==> src/rtl/planificador_ascensor_pkg.sv <==
// planificador_ascensor_pkg: shared floor count, widths, state enum and counter-width helper
package planificador_ascensor_pkg;
  localparam int N_FLOORS = 10;
  localparam int FLOOR_W = 4;
  typedef enum logic [1:0] {IDLE, MOVE_UP, MOVE_DOWN, DOOR} state_t;
  function automatic int cnt_w(input int a, input int b);
    return $clog2(a > b ? a : b);
  endfunction
endpackage

==> src/rtl/planificador_ascensor_buscador.sv <==
// buscador_solicitudes: (req, floor) -> here/above/below request flags; ports req, floor in, here/above/below out
module buscador_solicitudes
  import planificador_ascensor_pkg::*;
(
  input  logic [N_FLOORS-1:0] req,
  input  logic [FLOOR_W-1:0]  floor,
  output logic                here,
  output logic                above,
  output logic                below
);
  localparam logic [N_FLOORS-1:0] ONE = N_FLOORS'(1);
  logic [N_FLOORS-1:0] at;
  assign at = ONE << floor;
  assign here = |(req & at);
  assign above = |(req & ~((at << 1) - ONE));
  assign below = |(req & (at - ONE));
endmodule

==> src/rtl/planificador_ascensor.sv <==
// planificador_ascensor: sweep scheduler; clk, reset (async active-low), req in; floor, motor_up, motor_down, door_open, dir_up, clear out
module planificador_ascensor
  import planificador_ascensor_pkg::*;
#(
  parameter int TRAVEL_CYCLES = 8,
  parameter int DOOR_CYCLES = 16
) (
  input  logic                clk,
  input  logic                reset,
  input  logic [N_FLOORS-1:0] req,
  output logic [FLOOR_W-1:0]  floor,
  output logic                motor_up,
  output logic                motor_down,
  output logic                door_open,
  output logic                dir_up,
  output logic [N_FLOORS-1:0] clear
);
  localparam int CW = cnt_w(TRAVEL_CYCLES, DOOR_CYCLES);
  state_t state;
  logic [CW-1:0] cnt;
  logic [FLOOR_W-1:0] probe;
  logic arrive, decide, restart, here, above, below, ahead, behind, go_up;
  assign arrive = (state == MOVE_UP || state == MOVE_DOWN) && cnt == CW'(TRAVEL_CYCLES - 1);
  // on arrival the decision is taken at the floor being entered, so search there
  assign probe = !arrive ? floor : state == MOVE_UP ? floor + FLOOR_W'(1) : floor - FLOOR_W'(1);
  assign decide = state == IDLE || arrive || (state == DOOR && cnt == CW'(DOOR_CYCLES - 1));
  // cnt 0 is the clear cycle, req[floor] is still stale there
  assign restart = state == DOOR && cnt != '0 && here;
  assign ahead = dir_up ? above : below;
  assign behind = dir_up ? below : above;
  assign go_up = ahead ? dir_up : !dir_up;
  buscador_solicitudes u_buscador (.req(req), .floor(probe), .here(here), .above(above), .below(below));
  always_ff @(posedge clk or negedge reset)
    if (!reset) begin
      state <= IDLE;
      floor <= '0;
      dir_up <= 1'b1;
      cnt <= '0;
      motor_up <= 1'b0;
      motor_down <= 1'b0;
      door_open <= 1'b0;
      clear <= '0;
    end else begin
      clear <= '0;
      if (arrive) floor <= probe;
      if (restart || (decide && here)) begin
        state <= DOOR;
        cnt <= '0;
        motor_up <= 1'b0;
        motor_down <= 1'b0;
        door_open <= 1'b1;
        clear <= N_FLOORS'(1) << probe;
      end else if (decide && (ahead || behind)) begin
        state <= go_up ? MOVE_UP : MOVE_DOWN;
        dir_up <= go_up;
        cnt <= '0;
        motor_up <= go_up;
        motor_down <= !go_up;
        door_open <= 1'b0;
      end else if (decide) begin
        state <= IDLE;
        cnt <= '0;
        motor_up <= 1'b0;
        motor_down <= 1'b0;
        door_open <= 1'b0;
      end else cnt <= cnt + 1'b1;
    end
endmodule

==> config.mk <==
export PLATFORM = sky130hd
export DESIGN_NAME = planificador_ascensor
export DESIGN_NICKNAME = d
export VERILOG_FILES = /design/src/rtl/planificador_ascensor_pkg.sv /design/src/rtl/planificador_ascensor_buscador.sv /design/src/rtl/planificador_ascensor.sv
export SDC_FILE = /design/constraint.sdc
export NUM_CORES = 1
export LEC_CHECK = 0
export BUFFER_PORTS_ARGS = -buffer_cell sky130_fd_sc_hd__buf_2
export CORE_MARGIN = 10
export CORE_UTILIZATION = 30
export CTS_CLUSTER_DIAMETER = 80
export DETAILED_ROUTE_END_ITERATION = 6
export SKIP_CTS_REPAIR_TIMING = 1
export SKIP_LAST_GASP = 1
export SLEW_MARGIN = 30
export SYNTH_ARGS = -nofsm -noshare
export SYNTH_HDL_FRONTEND = slang
export SYNTH_SLANG_ARGS = --single-unit
==> constraint.sdc <==
create_clock -name clk -period 8.2 [get_ports clk]
set_input_delay 1.64 -clock clk [delete_from_list [all_inputs] [get_ports clk]]
set_output_delay 1.64 -clock clk [all_outputs]
set_load 0.05 [all_outputs]
==> key figures <==
Run status
  • Status: finished, final reports clean

STA
  • Setup total negative slack: 0 ns
  • RSZ-0062 raised after global routing: no
  • Worst Tran Pin Value: 0.795 ns
  • Max Freq: 215 MHz
  • Fin. Hold Viols: 0
  • Slew Limit Fails: 0
  • Worst slew margin: 46.3%
  • Setup Viol. Count Final: 0
  • Final worst slack: 3.55 ns
  • Post-Route Skew: ~0.0040 ns
  • Period Utilization, post-route: 56.8%
  • Tmin final: 4.65 ns

Logic synthesis
  • Async SR Flop Fraction: 100%
  • Top-count cell post-synth: dfrtp_1
  • Area contributors post-synth: dfrtp_1 28%, ha_1 5.4%, nand2_1 3.8%, xnor2_1 3.4%, nand3_1 3.1%
  • Area leader, netlist: dfrtp_1
  • Syn avg cell area: 8.75 um^2
  • YS warnings: 0
  • Most instantiated cells after synthesis: 23 x dfrtp_1, 21 x nand2_1, 17 x nor2_1, 13 x inv_1, 13 x nand3_1
  • Seq cells post-synth: 24
  • Sequential cell area fraction in the yosys report: 28.9%
  • Post-synth EDFFs: 0
  • Mapped Nets: 260
  • Share of the synthesized area in the top cell type: 27.6%
  • Mapped Area: 2080 um^2
  • Unique masters post-synth: 65
  • Dominant synthesized flop cell: dfrtp_1
  • Cell count after synthesis: 238

Critical path
  • Setup crit end kind: flip-flop
  • Most frequent CP cell: xnor2_1
  • Critical Path RT: 8.37 ns
  • Type of the worst setup path: reg2reg
  • CP bufs+invs: 1
  • Slowest stage delay, CP: 0.74 ns
  • Startpoint types: flip-flop
  • Worst reg2reg path startpoint: floor[0]
  • CP max stage cell: dfrtp_1
  • R2R setup slack: 3.55 ns
  • Critical R2R Capture: motor_down
  • CP cell instances: inv_1 -> fa_1 -> xnor2_1 -> nor3_1 -> nor2_1 -> or2_1 -> ha_1 -> o21ai_2 -> xnor2_1 -> o2111ai_1 -> a211oi_2 -> nor2b_1 -> o31ai_1
  • CP delay by family, top: adder cells
  • Crit-path max FO: 17
  • Worst Path Arrival: 4.82 ns
  • Reg2reg path depth: 13

Route
  • Antenna Nets Post-Route: 0
  • Vias/cell: around 5.5
  • Via count: approximately 1,900
  • Final WL: approximately 5500 um
  • Post-route DRC: 0
  • DR pass1 iterations: 4
  • DR WL/cell: 16.1 um
  • DRT iter0 DRCs: 184

Die
  • Full die area: 10,700 um^2
  • Starting Density: 30.8%
  • Die Ht: around 100 um
  • Core area: 6760 um^2
  • Ports: 30
  • Row count: 30
  • Die Span X: 103 um

Place
  • Dpl ws: 3.66 ns
  • GPL Wtd Cong: 0.983
  • Post-DP HPWL: 4290 um
  • # port buffers: 29

Finish
  • Area grow syn2layout: 10.8%
  • Layout Nets: 282
  • Utilization after layout: 34.1%
  • Antenna cells: 0
  • Share of cells above drive strength 1: 22.0%

CTS
  • Clock Tree Root: clkbuf_8
  • Worst skew pair latency: 0.26 ns
  • CTS tree: built
  • Clock sink total: 24
  • Max Buffers Root-to-Sink: 2
  • Worst-path clk slew: around 0.080 ns
  • Max H-tree Level: 1
  • Total CTS buffers: 3

Power
  • Pwr Density: around 170 nW/um^2
  • Lkg Pwr: 1.08 nW
  • Final Total Pwr: 0.401 mW
  • Worst vdd ir: 0.146 mV

Hold path
  • Worst hold stages: 2
  • Hold Path End: door_open
  • Worst Hold Launch: door_open
  • Worst Hold Class: reg2reg

GRT
  • Total GRT Usage: 10.6%
  • First-pass GRT wire length: roughly 9300 um
  • Vias in the first global route: 1,865
  • Gr ovfl total: 0
  • Initial antenna violation count: 0
  • Maximum number of pins on one net before global-route repair: 25

Flow run
  • Max-cap violations: 0
-- per-stage QoR --
| stage | instances | instance area, um^2 | hold slack (ns) |
|---|---|---|---|
| after floorplan | 238 | 2080 | 0.451 |
| after global routing | 339 | 2310 | 0.516 |
| after global placement | 335 | 2240 | 0.458 |
| final | 339 | 2310 | 0.480 |
| after detailed placement | 335 | 2240 | 0.463 |
| after CTS | 339 | 2300 | 0.487 |
-- power by group --
part / internal [mW] / total, mW / switching (mW) / leakage (nW)
Combinational: 0.0658 / 0.174 / 0.108 / 0.745
Clock: 0.0428 / 0.0792 / 0.0364 / 0.0288
Sequential: 0.132 / 0.147 / 0.0148 / 0.311
-- worst max-delay path by stage --
stage | cells after the start | from | slack [ns] | to
2_1_floorplan | 15 | floor[0] | 4.20 | state[1]
3_3_place_gp | 13 | floor[0] | 3.68 | motor_down
3_5_place_dp | 13 | floor[0] | 3.66 | state[1]
4_1_cts | 13 | floor[0] | 3.58 | motor_down
5_1_grt | 13 | floor[0] | 3.13 | state[1]
6_report | 13 | floor[0] | 3.55 | motor_down
-- logic make-up after synthesis --
group                      count (synthesis)  share of synthesized area, %
buffers and inverters                     27                          6.85
muxes                                      6                          3.61
DFF                                       24                          28.9
xor gates and xnor gates                  11                          4.99
and+or+nand+nor                           91                          23.0
AOI/OAI and AO/OA                         69                          26.3
adders and majority gates                 10                          6.37
-- sequential cells by signal, summed over array words and instances, names as in the netlist --
signal,count
clear,10
cnt,4
dir_up,1
door_open,1
floor,4
motor_down,1
motor_up,1
state,2
-- worst min-delay path, stage by stage, from the launching register on --
cell     delay [ns]
dfrtp_1        0.35
nand2_1        0.05
nand2_1        0.06
-- layer usage --
| layer | wire length [um] | global-route usage [%] | up-vias |
|---|---|---|---|
| li1 | - | - | 918 |
| met1 | 2660 | 14.7 | 877 |
| met2 | 2420 | 16.1 | 60 |
| met3 | 310 | 2.13 | 10 |
| met4 | 76 | 3.21 | 0 |
| met5 | 0 | 0 | - |
-- layout by cell type (no fill, tap or decap), drive strengths merged, types with 10 or more instances in the layout --
master and count:
buf 30, nand3 14, a21oi 10, dfrtp 23, o21ai 15, nor2 18, nand2 21, inv 14
-- cell type report --
type | count | area (um^2)
clock buffer | 4 | 55.1
multi-input combinational | 187 | 1340
tap | 80 | 100
sequential | 24 | 602
inverter | 14 | 52.6
timing repair buffer | 30 | 153
fill | 711 | 4450
(Power assumes the default switching activity.)
